[config.mk]
export PLATFORM = sky130hd
export DESIGN_NAME = uart_transmit
export DESIGN_NICKNAME = d
export VERILOG_FILES = /design/src/rtl/uart_transmit.sv
export SDC_FILE = /design/constraint.sdc
export NUM_CORES = 1
export LEC_CHECK = 0
export CAP_MARGIN = 20
export CORE_MARGIN = 5
export CORE_UTILIZATION = 59
export DETAILED_ROUTE_END_ITERATION = 6
export HOLD_SLACK_MARGIN = 0.02
export PLACE_DENSITY = 0.8
export SYNTH_ARGS = -nofsm -noshare
export SYNTH_HDL_FRONTEND = slang
export SYNTH_SLANG_ARGS = --single-unit
[constraint.sdc]
create_clock -name clk_in -period 5.65 [get_ports clk_in]
set_clock_uncertainty 0.2 [all_clocks]
set_input_delay 1.13 -clock clk_in [delete_from_list [all_inputs] [get_ports clk_in]]
set_output_delay 1.13 -clock clk_in [all_outputs]
set_load 0.005 [all_outputs]
[src/rtl/uart_transmit.sv]
// uart_transmit: 8N1 UART transmitter with a valid/ready byte input and a
// one-byte holding register, so that consecutive frames leave with no idle gap.
// Optional even parity bit between the data bits and the stop bit(s) is
// enabled by defining UART_TX_PARITY_EN.
module uart_transmit #(
  parameter int INPUT_CLOCK_FREQ = 100_000_000,
  parameter int BAUD_RATE        = 9600,
  parameter int STOP_BITS        = 1
) (
  input  logic       clk_in,
  input  logic       rst_in,
  input  logic       data_valid_in,
  input  logic [7:0] data_byte_in,
  output logic       data_ready_out,
  output logic       tx_wire_out,
  output logic       busy_out,
  output logic       done_out
);

  // Rounded-up bit period, matching the receiver's arithmetic.
  localparam int BAUD_BIT_PERIOD = (INPUT_CLOCK_FREQ + BAUD_RATE - 1) / BAUD_RATE;
  localparam int CNT_W = (BAUD_BIT_PERIOD > 1) ? $clog2(BAUD_BIT_PERIOD) : 1;
  localparam logic [CNT_W-1:0] CNT_LAST = CNT_W'(BAUD_BIT_PERIOD - 1);
  localparam logic STOP_LAST = (STOP_BITS == 2);

  // Only one or two stop bits are meaningful.
  generate
    if (!(STOP_BITS == 1 || STOP_BITS == 2)) begin : g_bad_stop_bits
      $error("uart_transmit: STOP_BITS must be 1 or 2");
    end
  endgenerate

  typedef enum logic [2:0] {
    S_IDLE   = 3'd0,
    S_START  = 3'd1,
    S_DATA   = 3'd2,
    S_STOP   = 3'd3
`ifdef UART_TX_PARITY_EN
    , S_PARITY = 3'd4
`endif
  } state_t;

  state_t           state_reg, state_next;
  logic [CNT_W-1:0] baud_cnt_reg, baud_cnt_next;
  logic [2:0]       bit_cnt_reg, bit_cnt_next;
  logic             stop_cnt_reg, stop_cnt_next;
  logic [7:0]       shift_reg, shift_next;
  logic [7:0]       hold_reg, hold_next;
  logic             hold_full_reg, hold_full_next;
  logic             tx_reg, tx_next;
  logic             ready_reg, ready_next;
  logic             busy_reg, busy_next;
  logic             done_reg, done_next;
`ifdef UART_TX_PARITY_EN
  logic             parity_reg, parity_next;
  logic             load_parity;
`endif

  logic       xfer;
  logic       baud_tick;
  logic       frame_end;
  logic [7:0] load_byte;

  assign xfer      = data_valid_in && ready_reg;
  assign baud_tick = (baud_cnt_reg == CNT_LAST);
  assign frame_end = (state_reg == S_STOP) && baud_tick && (stop_cnt_reg == STOP_LAST);
  // A waiting held byte always wins over a byte offered on the same edge.
  assign load_byte = hold_full_reg ? hold_reg : data_byte_in;
`ifdef UART_TX_PARITY_EN
  assign load_parity = ^load_byte;
`endif

  // State register plus registered outputs; reset forces the line high at once.
  always_ff @(posedge clk_in or posedge rst_in) begin
    if (rst_in) begin
      state_reg     <= S_IDLE;
      baud_cnt_reg  <= '0;
      bit_cnt_reg   <= '0;
      stop_cnt_reg  <= 1'b0;
      shift_reg     <= '0;
      hold_reg      <= '0;
      hold_full_reg <= 1'b0;
      tx_reg        <= 1'b1;
      ready_reg     <= 1'b1;
      busy_reg      <= 1'b0;
      done_reg      <= 1'b0;
`ifdef UART_TX_PARITY_EN
      parity_reg    <= 1'b0;
`endif
    end else begin
      state_reg     <= state_next;
      baud_cnt_reg  <= baud_cnt_next;
      bit_cnt_reg   <= bit_cnt_next;
      stop_cnt_reg  <= stop_cnt_next;
      shift_reg     <= shift_next;
      hold_reg      <= hold_next;
      hold_full_reg <= hold_full_next;
      tx_reg        <= tx_next;
      ready_reg     <= ready_next;
      busy_reg      <= busy_next;
      done_reg      <= done_next;
`ifdef UART_TX_PARITY_EN
      parity_reg    <= parity_next;
`endif
    end
  end

  // Next-state logic: frame sequencing, baud/bit counters and the holding register.
  always_comb begin
    state_next     = state_reg;
    baud_cnt_next  = baud_cnt_reg;
    bit_cnt_next   = bit_cnt_reg;
    stop_cnt_next  = stop_cnt_reg;
    shift_next     = shift_reg;
    hold_next      = hold_reg;
    hold_full_next = hold_full_reg;
`ifdef UART_TX_PARITY_EN
    parity_next    = parity_reg;
`endif

    if (state_reg != S_IDLE) begin
      baud_cnt_next = baud_tick ? '0 : baud_cnt_reg + CNT_W'(1);
    end

    // Byte accepted while a frame runs (and not taken directly at frame end) is parked.
    if (xfer && (state_reg != S_IDLE) && !frame_end) begin
      hold_next      = data_byte_in;
      hold_full_next = 1'b1;
    end

    case (state_reg)
      S_IDLE: begin
        if (xfer) begin
          shift_next    = data_byte_in;
`ifdef UART_TX_PARITY_EN
          parity_next   = load_parity;
`endif
          baud_cnt_next = '0;
          state_next    = S_START;
        end
      end
      S_START: begin
        if (baud_tick) begin
          bit_cnt_next = '0;
          state_next   = S_DATA;
        end
      end
      S_DATA: begin
        if (baud_tick) begin
          shift_next = {1'b0, shift_reg[7:1]};
          if (bit_cnt_reg == 3'd7) begin
            stop_cnt_next = 1'b0;
`ifdef UART_TX_PARITY_EN
            state_next    = S_PARITY;
`else
            state_next    = S_STOP;
`endif
          end else begin
            bit_cnt_next = bit_cnt_reg + 3'd1;
          end
        end
      end
`ifdef UART_TX_PARITY_EN
      S_PARITY: begin
        if (baud_tick) begin
          stop_cnt_next = 1'b0;
          state_next    = S_STOP;
        end
      end
`endif
      S_STOP: begin
        if (baud_tick) begin
          if (stop_cnt_reg == STOP_LAST) begin
            if (hold_full_reg || xfer) begin
              shift_next     = load_byte;
`ifdef UART_TX_PARITY_EN
              parity_next    = load_parity;
`endif
              hold_full_next = 1'b0;
              state_next     = S_START;
            end else begin
              state_next = S_IDLE;
            end
          end else begin
            stop_cnt_next = 1'b1;
          end
        end
      end
      default: begin
        state_next = S_IDLE;
      end
    endcase
  end

  // Output logic: derive next registered outputs from next-state values.
  always_comb begin
    tx_next = 1'b1;
    case (state_next)
      S_START:  tx_next = 1'b0;
      S_DATA:   tx_next = shift_next[0];
`ifdef UART_TX_PARITY_EN
      S_PARITY: tx_next = parity_next;
`endif
      default:  tx_next = 1'b1;
    endcase
    busy_next  = (state_next != S_IDLE);
    ready_next = !hold_full_next;
    done_next  = (state_next == S_STOP) && (baud_cnt_next == CNT_LAST) &&
                 (stop_cnt_next == STOP_LAST);
  end

  assign data_ready_out = ready_reg;
  assign tx_wire_out    = tx_reg;
  assign busy_out       = busy_reg;
  assign done_out       = done_reg;

endmodule

==> qor.txt <==
routed vias/inst -> 6.150
top achievable clock speed -> 0.3250 GHz
critical-path cell list -> or3b_1 > nor4_2 > a32oi_1 > or2_0 > a222oi_1 > nand2_1
Max FO, Critical Path -> 11
fin crit period -> 3.077 ns
Root Buffer -> clkbuf_8
Routed WL -> 4670 µm
Worst Path Arrival -> 3.05 ns
Pwr per Cell Area -> 319.6 mW/mm²
DIE AREA -> 0.005188 mm²
final global-route overflow total -> 0
area of the multi-input gates -> 0.001130 mm²
DRC errors left -> 0
post-DR wirelength/cell -> 15.51 µm
max cap viols -> 0
PortBufs -> 14
Total GRT Usage -> 20.42%
worst reg-to-reg setup slack -> 2.57 ns
Reg-to-Reg Start -> baud_cnt_reg[6]$_DFF_PP0_
max layer used -> met4
synthesized area -> 0.002270 mm²
Bufs on Longest Clock Path -> 2
Detailed Routing Iterations Pass 1 -> 4
crit start category -> register
largest net degree at the start of global routing -> 43
Final ANT Viol Nets -> 0
routed wl met3 -> 234 µm
Reg2Reg Depth -> 6
Yosys warning total -> 0
total CTS buffers -> 5
Pleak -> 1.061 nW
post-CTS sizing -> 0
die height -> 72.03 µm
most numerous cell in the Yosys netlist -> dfrtp_1
final hold vios -> 0
most frequent cells after synthesis -> dfrtp_1, nand2_1, nor2_1, o21ai_0
CTS H-tree lvls -> 2
RePlAce Congestion -> 0.8525
Main synth FF type -> dfrtp_1
Post-Syn Nets -> 253
max incr delay on CP -> 0.73 ns
internal power -> 0.5852 mW
combinational power share -> 20.2%
hold depth -> 2
switch share -> 28.20%
Iter 0 DRT Violations -> 198
status -> finished clean
clk slew on worst S/H paths -> 0.08 ns
IO Count -> 15
post-DP HPWL -> 3395 µm
Yosys top cell by area -> dfrtp_1
sequential share of power -> 51.3%
Syn-to-layout area delta -> 12.35%
crit path capture type -> register
Metal-1 WL -> 2040 µm
critical path's top delay family -> simple AND/OR/NAND/NOR gates
met2 WL -> 2287 µm
Post-synth EDFFs -> 0
distinct cell type count after synthesis -> 54
ant diodes -> 0
number of global-route vias before repair -> 1846
Hold Path End -> shift_reg[7]$_DFFE_PP0P_
Synth area leaders -> dfrtp_1, nand2_1, mux2_2
Synth Register Bits -> 42
# fillers -> 295
final setup fails -> 0
relative slew slack -> 45.62%
global-route wire length before repair -> 8376 µm
Req. time, crit path -> 5.62 ns
Clk network pwr share -> 28.4%
antenna violations before repair -> 0
layout cells sized above 1 -> 11.46%
die extent in x -> 72.03 µm
asr flop ratio synth -> 100.0%
start point of the worst hold path -> hold_reg[7]$_DFFE_PP0P_
Post-CTS Setup Inserts -> 0
Worst-Skew Late Latency -> 0.29 ns
Crit Path Category -> register to register
CTS Sinks -> 42
syn_area_per_cell -> 9.536 µm²
r2r endpoint -> shift_reg[2]$_DFFE_PP0P_
measured slew at the worst slew-check pin -> 0.8090 ns
Post-layout nets -> 267
Initial Util -> 61.53%
Tot Pwr -> 0.8150 mW
switching power -> 0.2298 mW
Max VDD drop -> 0.2079 mV
Reg area -> 0.001054 mm²
Max Slew Vio Count -> 0
Synth Instances -> 238
Worst Path Buf+Inv -> 0
top-area cell type share of the netlist area -> 44.10%
RSZ-0062 raised after global routing -> no
fin crit share -> 54.46%
CP max stage cell -> nor4_2
setup TNS -> 0 ns
Vias -> 1851
core footprint -> 0.003689 mm²
Post-CTS Hold Fix Bufs -> 0
FP Rows -> 22
TritonCTS clock tree -> yes
sequential area share after synthesis -> 46.42%
Largest register FFs -> 14
HP Class -> register to register
-- cell type report --
type	count	area share, %
Multi-Input combinational cell	178	44.31
Sequential cell	42	41.31
Timing Repair Buffer	18	6.673
Clock buffer	6	2.846
Tap cell	48	2.355
Clock inverter	2	1.472
Inverter	7	1.030
-- power by group through the flow --
| stage | sequential, mW | clock (mW) | combinational [mW] |
|---|---|---|---|
| finish | 0.418 | 0.232 | 0.165 |
| global route | 0.429 | 0.256 | 0.188 |
| CTS | 0.417 | 0.239 | 0.166 |
| detailed placement | 0.422 | 0 | 0.166 |
| global placement | 0.422 | 0 | 0.160 |
| floorplan | 0.408 | 0 | 0.128 |
-- cells by family (layout without fill, tap and decap cells) --
logic type / Yosys count / in the layout / synth area share (%)
AOI/OAI and AO/OA: 57 / 57 / 18.25
xor gates and xnor gates: 6 / 6 / 2.315
adders and majority gates: 4 / 4 / 2.205
buffers and inverters: 18 / 33 / 3.804
DFF: 42 / 42 / 46.42
muxes: 9 / 9 / 4.465
other: 1 / 1 / 0.1652
and+or+nand+nor: 101 / 101 / 22.38
-- stage by stage --
stage / area (µm²) / hold slack [ns] / instances / setup slack [ns] / util, %
4_1_cts: 2550 / 0.2753 / 301 / 2.587 / 69.13
5_1_grt: 2550 / 0.3076 / 301 / 2.214 / 69.13
2_1_floorplan: 2270 / 0.2348 / 238 / 2.430 / -
3_5_place_dp: 2440 / 0.2566 / 293 / 2.328 / 66.15
3_3_place_gp: 2440 / 0.2480 / 293 / 2.343 / 66.15
6_report: 2550 / 0.2697 / 301 / 2.573 / 69.13
-- routing by layer --
metal | track usage [%] | vias up
met2 | 31.84 | 48
met5 | 0 | -
met3 | 4.986 | 14
li1 | - | 905
met4 | 10.02 | 0
met1 | 26.63 | 884
-- cell usage in the layout, fill, tap and decap left out, drive strengths merged, types with 2 or more instances in the layout --
| cell type | count |
|---|---|
| nor2b | 3 |
| mux2 | 9 |
| xnor2 | 4 |
| clkdlybuf4s50 | 14 |
| a2111oi | 2 |
| a31oi | 2 |
| and3 | 2 |
| xor2 | 2 |
| ha | 4 |
| a22oi | 2 |
| dfrtp | 40 |
| inv | 6 |
| buf | 4 |
| nand4b | 2 |
| o2111ai | 2 |
| dfstp | 2 |
| nand4 | 6 |
| a22o | 3 |
| a21oi | 9 |
| o21ai | 13 |
| or4 | 2 |
| a222oi | 6 |
| o21a | 3 |
| nor3 | 7 |
| nand2 | 31 |
| nand2b | 3 |
| o31ai | 3 |
| and2 | 4 |
| nor2 | 24 |
| or2 | 2 |
| nor4 | 3 |
| clkbuf | 6 |
| nand3 | 7 |
-- worst max path at each step --
stage                                   start                        to  slack (ns)  cells past startpoint
global placement                data_valid_in        done_out$_DFF_PP0_        2.34                      7
floorplan                       data_valid_in        done_out$_DFF_PP0_        2.43                      5
CTS                 baud_cnt_reg[6]$_DFF_PP0_  shift_reg[2]$_DFFE_PP0P_        2.59                      6
detailed placement              data_valid_in        done_out$_DFF_PP0_        2.33                      7
finish              baud_cnt_reg[6]$_DFF_PP0_  shift_reg[2]$_DFFE_PP0P_        2.57                      6
global route                    data_valid_in        done_out$_DFF_PP0_        2.21                      7
-- worst reg2reg max path, stage by stage, from the launching register on --
cell	delay, ns
dfrtp_1	0.50
or3b_1	0.48
nor4_2	0.73
a32oi_1	0.19
or2_0	0.38
a222oi_1	0.39
nand2_1	0.09
(Power assumes the default switching activity.)
